$ cat src/rtl/scan_sequencer_if.sv
`default_nettype none
// ============================================================================
//  Module      : scan_sequencer_if
//  Description : Control/status bundle between a scan controller and the
//                scan_sequencer that drives the 3-to-8 one-hot decoder.
//  Revision    : 1.0 - initial release
// ============================================================================
interface scan_sequencer_if #(
    parameter int DWELL_W = 8
);
    logic               START;
    logic               STOP;
    logic               MODE;
    logic [DWELL_W-1:0] DWELL;
    logic [7:0]         MASK;
    logic [2:0]         A;
    logic               EN;
    logic               BUSY;
    logic               DONE;
    logic               WRAP;

    // Controller side: issues commands, observes decoder drive and status
    modport master (
        output START, STOP, MODE, DWELL, MASK,
        input  A, EN, BUSY, DONE, WRAP
    );

    // Sequencer side
    modport slave (
        input  START, STOP, MODE, DWELL, MASK,
        output A, EN, BUSY, DONE, WRAP
    );
endinterface
`default_nettype wire

$ cat src/rtl/scan_sequencer.sv
`default_nettype none
// ============================================================================
//  Module      : scan_sequencer
//  Description : Steps a 3-to-8 one-hot decoder through the enabled channels
//                of a mask, holding each for DWELL+1 cycles. Continuous or
//                single-sweep operation with start/stop and DONE/WRAP pulses.
//  Revision    : 1.0 - initial release
// ============================================================================
module scan_sequencer #(
    parameter int DWELL_W = 8,
    parameter int NUM_CH  = 8
) (
    input  wire logic        CLK,
    input  wire logic        RST_N,
    scan_sequencer_if.slave  bus
);
    // Channels at or above NUM_CH can never be selected
    localparam logic [7:0] c_ch_mask = 8'((9'd1 << NUM_CH) - 9'd1);

    typedef enum logic [0:0] {
        ST_IDLE = 1'b0,
        ST_SCAN = 1'b1
    } state_t;

    state_t             r_state;
    logic [2:0]         r_a;
    logic               r_en;
    logic               r_busy;
    logic               r_done;
    logic               r_wrap;
    logic [DWELL_W-1:0] r_cnt;

    logic [7:0]         w_em;
    logic [2:0]         w_low;
    logic [2:0]         w_nxt;
    logic               w_wrap;

    // Lowest enabled channel; 0 when the mask is empty
    function automatic logic [2:0] lowest_set(input logic [7:0] em);
        logic [2:0] res;
        res = 3'd0;
        for (int i = 7; i >= 0; i--) begin
            if (em[i]) res = 3'(i);
        end
        return res;
    endfunction

    // Next enabled channel strictly above cur, searching circularly; falls
    // back to cur itself when it is the only enabled channel
    function automatic logic [2:0] next_set(input logic [7:0] em, input logic [2:0] cur);
        logic [2:0] res;
        logic [2:0] idx;
        res = cur;
        for (int k = 7; k >= 1; k--) begin
            idx = cur + 3'(k);
            if (em[idx]) res = idx;
        end
        return res;
    endfunction

    // Effective mask and next-channel search for the advance point
    always_comb begin
        w_em   = bus.MASK & c_ch_mask;
        w_low  = lowest_set(w_em);
        w_nxt  = next_set(w_em, r_a);
        w_wrap = (w_nxt <= r_a);
    end

    // Scan state machine with registered decoder drive and status pulses
    always_ff @(posedge CLK) begin
        if (!RST_N) begin
            r_state <= ST_IDLE;
            r_a     <= 3'd0;
            r_en    <= 1'b0;
            r_busy  <= 1'b0;
            r_done  <= 1'b0;
            r_wrap  <= 1'b0;
            r_cnt   <= '0;
        end else begin
            r_done <= 1'b0;
            r_wrap <= 1'b0;
            if (bus.STOP) begin
                // Abort immediately; the current dwell is not completed
                r_state <= ST_IDLE;
                r_en    <= 1'b0;
                r_busy  <= 1'b0;
            end else begin
                case (r_state)
                    ST_IDLE: begin
                        r_en   <= 1'b0;
                        r_busy <= 1'b0;
                        if (bus.START && (w_em != 8'd0)) begin
                            r_state <= ST_SCAN;
                            r_a     <= w_low;
                            r_en    <= 1'b1;
                            r_busy  <= 1'b1;
                            r_cnt   <= bus.DWELL;
                        end
                    end
                    ST_SCAN: begin
                        if (r_cnt != '0) begin
                            r_cnt <= r_cnt - DWELL_W'(1);
                        end else if ((w_em == 8'd0) || (w_wrap && bus.MODE)) begin
                            // Normal end: mask emptied, or single sweep completed
                            r_state <= ST_IDLE;
                            r_en    <= 1'b0;
                            r_busy  <= 1'b0;
                            r_done  <= 1'b1;
                        end else begin
                            r_a    <= w_nxt;
                            r_cnt  <= bus.DWELL;
                            r_wrap <= w_wrap;
                        end
                    end
                    default: begin
                        r_state <= ST_IDLE;
                        r_en    <= 1'b0;
                        r_busy  <= 1'b0;
                    end
                endcase
            end
        end
    end

    assign bus.A    = r_a;
    assign bus.EN   = r_en;
    assign bus.BUSY = r_busy;
    assign bus.DONE = r_done;
    assign bus.WRAP = r_wrap;

endmodule
`default_nettype wire

$ cat src/flat_wrapper.sv
// flat-port wrapper written by rule: the top's interface ports become plain ports
module scan_sequencer_flat 
#(
    parameter int DWELL_W = 8,
    parameter int NUM_CH  = 8
)
  (CLK, RST_N, bus_START, bus_STOP, bus_MODE, bus_DWELL, bus_MASK, bus_A, bus_EN, bus_BUSY, bus_DONE, bus_WRAP);
  scan_sequencer_if #(.DWELL_W(DWELL_W)) bus_i ();
  input  wire logic CLK;
  input  wire logic RST_N;
  input wire logic [$bits(bus_i.START)-1:0] bus_START;
  input wire logic [$bits(bus_i.STOP)-1:0] bus_STOP;
  input wire logic [$bits(bus_i.MODE)-1:0] bus_MODE;
  input wire logic [$bits(bus_i.DWELL)-1:0] bus_DWELL;
  input wire logic [$bits(bus_i.MASK)-1:0] bus_MASK;
  output wire logic [$bits(bus_i.A)-1:0] bus_A;
  output wire logic [$bits(bus_i.EN)-1:0] bus_EN;
  output wire logic [$bits(bus_i.BUSY)-1:0] bus_BUSY;
  output wire logic [$bits(bus_i.DONE)-1:0] bus_DONE;
  output wire logic [$bits(bus_i.WRAP)-1:0] bus_WRAP;
  assign bus_i.START = bus_START;
  assign bus_i.STOP = bus_STOP;
  assign bus_i.MODE = bus_MODE;
  assign bus_i.DWELL = bus_DWELL;
  assign bus_i.MASK = bus_MASK;
  assign bus_A = bus_i.A;
  assign bus_EN = bus_i.EN;
  assign bus_BUSY = bus_i.BUSY;
  assign bus_DONE = bus_i.DONE;
  assign bus_WRAP = bus_i.WRAP;
  scan_sequencer #(.DWELL_W(DWELL_W), .NUM_CH(NUM_CH)) u_core (.CLK(CLK), .RST_N(RST_N), .bus(bus_i));
endmodule
$ cat config.mk
export PLATFORM = sky130hd
export DESIGN_NAME = scan_sequencer_flat
export DESIGN_NICKNAME = d
export VERILOG_FILES = /design/src/rtl/scan_sequencer_if.sv /design/src/rtl/scan_sequencer.sv /design/src/flat_wrapper.sv
export SDC_FILE = /design/constraint.sdc
export NUM_CORES = 1
export LEC_CHECK = 0
export CORE_ASPECT_RATIO = 0.8
export CORE_MARGIN = 3
export CORE_UTILIZATION = 35
export DETAILED_ROUTE_END_ITERATION = 12
export PLACE_DENSITY = 0.68
export SLEW_MARGIN = 15
export SYNTH_ARGS = -nofsm -noshare
export SYNTH_HDL_FRONTEND = slang
export SYNTH_SLANG_ARGS = --single-unit
$ cat constraint.sdc
create_clock -name CLK -period 6.35 [get_ports CLK]
set_input_delay 0.9525 -clock CLK [delete_from_list [all_inputs] [get_ports CLK]]
set_output_delay 0.9525 -clock CLK [all_outputs]
set_load 0.1 [all_outputs]
## Word-level counts from Yosys, hierarchy flattened

Cells that the tools add are included.

| word-level totals | value |
|---|---|
| bits in registers | 15 |
| input port bits | 21 |
| word-level logic and storage cells | 87 |

| cells by class | value |
|---|---|
| $add $sub $neg | 8 |
| magnitude comparators | 8 |
| eq/ne operators | 5 |
| mux-type cells | 45 |
| bitwise operators | 3 |
| reduce and logical (&&, ||, !) cells | 12 |

Operators by type and width:

| kind | count |
|---|---|
| two-way mux 3 bit | 18 |
| less-than comparator 3 x 4 -> 1 bit, second input constant | 7 |
| two-way mux 8 bit | 3 |
| binary-select mux 1 bit (select 3 bit) | 7 |
| case mux 8 bit (2 select lines) | 1 |
| nonzero test 8 bit | 2 |
| two-way mux 1 bit | 13 |
| adder 3 bit, second input constant | 4 |
| zero test 8 bit | 1 |
| subtractor 8 x 1 -> 8 bit, second input constant | 1 |
| adder 3 x 2 -> 3 bit, second input constant | 2 |
| != test 2 bit, second input constant | 3 |
| case mux 3 bit (2 select lines) | 1 |
| OR reduction 5 bit | 1 |
| case mux 1 bit (2 select lines) | 2 |
| AND reduction 4 bit | 1 |
| OR reduction 4 bit | 1 |
| adder 3 x 1 -> 3 bit, second input constant | 1 |
| less-or-equal comparator 3 bit | 1 |
| != test 3 bit, second input constant | 1 |
| inverter 1 bit | 3 |
| AND reduction 3 bit | 1 |
| logical AND 1 bit | 2 |
| != test 2 x 1 -> 1 bit, second input constant | 1 |
| 3 further kinds | 3 |

## Longest topological paths before layout

| logic depth | value |
|---|---|
| depth in word-level cells | 16 |
| gate-level depth with buffers | 21 |

## Worst setup path after synthesis

No wires, ideal clock.

| path | value |
|---|---|
| kind | flip-flop to flip-flop |
| from | reg u_core.r_a[1], in the netlist u_core.bus.A[1] |
| to | reg u_core.r_a[2], in the netlist u_core.bus.A[2] |
| data arrival time | 5,200 ps |
| setup slack | 1,033 ps |
| stages on the path, launching flop included | 20 |
| path through | dfxtp_1 clkbuf_1 clkbuf_1 inv_1 ha_1 buf_6 mux4_1 mux2_4 o31ai_1 a211oi_1 a21oi_1 o21ai_0 ha_1 nor2b_1 o21ai_0 a32oi_1 o21ai_2 nor3_1 mux2i_1 a22o_1 |

| between the ends | value |
|---|---|
| cells in the longest elaborated chain, start to end | 15 |
| elaborated cells between the ends (all ways) | 36 |

RTL lines:

| what | RTL line | RTL |
|---|---|---|
| start: declaration | scan_sequencer.sv:26 | `logic [2:0] r_a;` |
| start signal: assignment | scan_sequencer.sv:94 | `r_a <= w_low;` |
| start signal: assignment | scan_sequencer.sv:110 | `r_a <= w_nxt;` |
| adder 3 bit | scan_sequencer.sv:55 | `idx = cur + 3'(k);` |
| binary-select mux 1 bit (select 3 bit) | scan_sequencer.sv:56 | `if (em[idx]) res = idx;` |
| two-way mux 1 bit (implied by the code) | scan_sequencer.sv:56 |  |
| two-way mux 3 bit (7 in a row) | scan_sequencer.sv:56 |  |
| less-or-equal comparator 3 bit | scan_sequencer.sv:66 | `w_wrap = (w_nxt <= r_a);` |
| logical AND 1 bit | scan_sequencer.sv:103 | `end else if ((w_em == 8'd0) \|\| (w_wrap && bus.MODE)) begin` |
| logical OR 1 bit | scan_sequencer.sv:103 |  |
| != test 2 bit (no source line) | -- |  |
| AND reduction 4 bit (no source line) | -- |  |

Several ways; a longest one is shown, not always the timed one. The select of a mux whose other input is x is not followed.
A chain may end at the register's enable or synchronous reset.

## Worst setup path after layout

| path | value |
|---|---|
| from | reg u_core.r_a[0], in the netlist u_core.bus.A[0] |
| to | reg u_core.r_cnt[3] |

| between the ends | value |
|---|---|
| cells in the longest elaborated chain, start to end | 15 |
| elaborated cells between the ends (all ways) | 33 |

RTL lines:

| what | RTL line | RTL |
|---|---|---|
| adder 3 bit | scan_sequencer.sv:55 |  |
| binary-select mux 1 bit (select 3 bit) | scan_sequencer.sv:56 |  |
| two-way mux 1 bit (implied by the code) | scan_sequencer.sv:56 |  |
| two-way mux 3 bit (7 in a row) | scan_sequencer.sv:56 |  |
| less-or-equal comparator 3 bit (*) | scan_sequencer.sv:66 |  |
| logical AND 1 bit (*) | scan_sequencer.sv:103 |  |
| logical OR 1 bit (*) | scan_sequencer.sv:103 |  |
| != test 3 bit (no source line) (*) | -- |  |
| AND reduction 3 bit (no source line) (*) | -- |  |
| end signal: assignment | scan_sequencer.sv:97 | `r_cnt <= bus.DWELL;` |
| end signal: assignment | scan_sequencer.sv:102 | `r_cnt <= r_cnt - DWELL_W'(1);` |
| end signal: assignment | scan_sequencer.sv:111 | `r_cnt <= bus.DWELL;` |
| end: declaration | scan_sequencer.sv:31 | `logic [DWELL_W-1:0] r_cnt;` |

Mark *: on every way between the ends. The rest lies on a longest branch, timed or not. The select of a mux whose other input is x is not followed.

==> flow_summary.json <==
{
  "rows": 22,
  "yosysWarnings": 0,
  "crit_type": "flop to flop",
  "grt_max_degree": 17,
  "slew_headroom": 0.343,
  "syn_area_per_cell_um2": 8.31,
  "worst_pin_slew_ns": 0.982,
  "gr-total-overflow": 0,
  "postRouteAntennaNets": 0,
  "setup_violations": 0,
  "drive_above_1_share": 0.103,
  "crit_fanout": 14,
  "fin_area_um2": 2080,
  "timing.final.ws_setup_ns": 1.18,
  "die_x_um": 84.8,
  "pre_cts_slack_ns": 1.18,
  "reg2reg_from": "u_core.bus.A[0]",
  "status": "finished, final reports clean",
  "hpwl_um": 3350,
  "drv_cap": 0,
  "cts_buffer_depth": 2,
  "yosys-top-cells-area": "dfxtp_1, mux4_2, mux4_1",
  "fill_cells": 470,
  "syn_area_um2": 1740,
  "p_per_area_nw_per_um2": 206,
  "clkSinkCount": 15,
  "synthArstFlopShare": 0,
  "netlist_instances": 209,
  "skew_ns": 0.00123,
  "synth_top_cells_by_count": "nand2_1, nor2_1, dfxtp_1",
  "crit_chain": "buf_4 -> clkinv_1 -> ha_1 -> mux4_1 -> mux2_4 -> o31ai_1 -> a211oi_1 -> a21oi_1 -> o21ai_0 -> ha_1 -> nor2b_1 -> o21ai_0 -> a32oi_1 -> o21ai_2 -> a21oi_1 -> a21boi_0 -> o21a_1",
  "port_buffers": 27,
  "ir_drop_mv": 0.143,
  "leakage_nw": 0.772,
  "core-area_um2": 4680,
  "drc_errors": 0,
  "rsz0062_at_grt": "no",
  "critPathLaunch": "u_core.bus.A[0]",
  "cts_made_buffers": 3,
  "hp-class": "flop to flop",
  "gp_congestion": 0.889,
  "synth_top_cell_area_share": 0.173,
  "arrival_ns": 5.33,
  "post_cts_resized": 0,
  "post-route-period-util": 0.815,
  "via_count": 1695,
  "postCtsSetupBuffers": 0,
  "htreeDepth": 1,
  "r2r_end": "u_core.r_cnt[3]",
  "io_pins": 28,
  "synth-edff-count": 0,
  "fmaxAchievable_ghz": 0.193,
  "fin_nets": 261,
  "postRouteWirelength_um": 4450,
  "synthFlopType": "dfxtp_1",
  "postPlaceCellArea_um2": 2030,
  "crit_path_start_kind": "flop",
  "syn2layout_area_growth_pct": 19.7,
  "insertedDiodeCount": 0,
  "synth-seq-cells": 15,
  "final_hold_viol_count": 0,
  "synth_cell_types": 55,
  "grt_antenna_before_repair": 0,
  "cp.required_ns": 6.50,
  "r2r_cells": 17,
  "cp-endpoint": "u_core.r_cnt[3]",
  "final_max_slew_viol_count": 0,
  "syn_nets": 237,
  "first_pass_iters": 5,
  "tritoncts": "built",
  "tns_ns": 0,
  "die_area_um2": 5850,
  "wl_per_cell_um": 15.2,
  "r2r_setup_slack_ns": 1.18,
  "cts_hold_buf": 0,
  "clkSlewWorstSetupHoldPaths_ns": 0.06,
  "drt_iter0_markers": 163,
  "slowest_delay_ns": 0.71,
  "min_period_ns": 5.17,
  "synth_area_leader_cell": "dfxtp_1",
  "grt_pass1_vias": 1534,
  "ys_seq_area_frac": 0.173,
  "grt.total_usage": 0.153,
  "end_kind": "flop",
  "clk_latency_ns": 0.26,
  "vias_per_cell": 5.80,
  "hold_ws_ns": 0.488,
  "root_buffer": "clkbuf_8",
  "crit_path_top_delay_cell": "ha_1",
  "initial_utilization": 0.371,
  "grt_pass1_wl_um": 7580,
  "die_h_um": 69.0,
  "yosysMostFrequentCell": "nand2_1"
}
-- where the power goes --
group,total [mW],switching [mW],internal (mW),leakage [nW]
Combinational,0.240,0.139,0.101,0.624
Clock,0.0797,0.0361,0.0436,0.0255
Sequential,0.108,0.00711,0.101,0.123
-- worst max-delay path, delay by kind of cell, from the launching register on --
family | cells | cell delay (ns)
AO/OA/AOI/OAI | 10 | 2.16
AND/OR/NAND/NOR | 1 | 0.12
flip-flops | 1 | 0.31
adder cells (fa/ha/maj) | 2 | 1.01
buffers and inverters | 2 | 0.45
multiplexers | 2 | 1.00
-- per-stage QoR --
step	power, mW	util	cells
after global placement	0.346	0.434	288
after CTS	0.428	0.444	292
final	0.427	0.444	292
after global routing	0.459	0.444	292
after floorplan	0.296	-	209
after detailed placement	0.347	0.434	288
-- area by class of cell --
class / instances / area, um^2 / share of cell area
Timing Repair Buffer: 29 / 285 / 0.137
Tap cell: 60 / 75.1 / 0.0361
Clock buffer: 3 / 41.3 / 0.0199
Sequential cell: 15 / 300 / 0.144
Inverter: 16 / 60.1 / 0.0289
Multi-Input combinational cell: 168 / 1310 / 0.631
Clock inverter: 1 / 5.00 / 0.00241
-- layer usage --
layer	vias up	track usage	routed length, um
li1	843	-	-
met1	787	0.246	2290
met2	60	0.208	1870
met3	5	0.0335	253
met4	0	0.0228	32
met5	-	0	0
-- kinds of logic after synthesis --
group,Yosys count,share of synthesized area
muxes,25,0.236
buffers and inverters,26,0.0720
adders and majority gates,7,0.0504
DFF,15,0.173
and+or+nand+nor,64,0.174
xor gates and xnor gates,4,0.0202
AOI/OAI and AO/OA,68,0.274
-- state kept, by name (all words and copies together) (netlist names) --
signal	cells
u_core.r_state	1
u_core.bus.WRAP	1
u_core.bus.EN	1
u_core.bus.DONE	1
u_core.bus.A	3
u_core.r_cnt	8
-- cells in the final DEF (no fill, tap or decap), types with 3 or more instances in the layout --
cell type	netlist	routed
a21boi_1	7	7
a21oi_1	14	14
a31oi_1	3	3
clkbuf_8	0	3
clkdlybuf4s50_1	0	27
dfxtp_1	15	15
ha_1	7	7
inv_1	14	14
mux2_4	3	3
mux2i_1	8	8
mux4_1	4	4
mux4_2	6	6
nand2_1	25	25
nand3_1	5	5
nor2_1	17	17
nor3_1	5	5
nor4_1	3	3
o21ai_0	12	12
o31ai_1	5	5
-- worst min-delay path by stage --
stage                          startpoint         endpoint  slack, ns  depth (start not counted)
after floorplan           u_core.r_cnt[6]  u_core.r_cnt[6]       0.46                          2
after global placement    u_core.r_cnt[6]  u_core.r_cnt[6]       0.48                          2
after detailed placement  u_core.r_cnt[6]  u_core.r_cnt[6]       0.48                          2
after CTS                 u_core.r_cnt[6]  u_core.r_cnt[6]       0.48                          2
after global routing      u_core.r_cnt[6]  u_core.r_cnt[6]       0.51                          2
final                     u_core.r_cnt[6]  u_core.r_cnt[6]       0.49                          2
No activity file was read; power rests on OpenSTA's default activity.
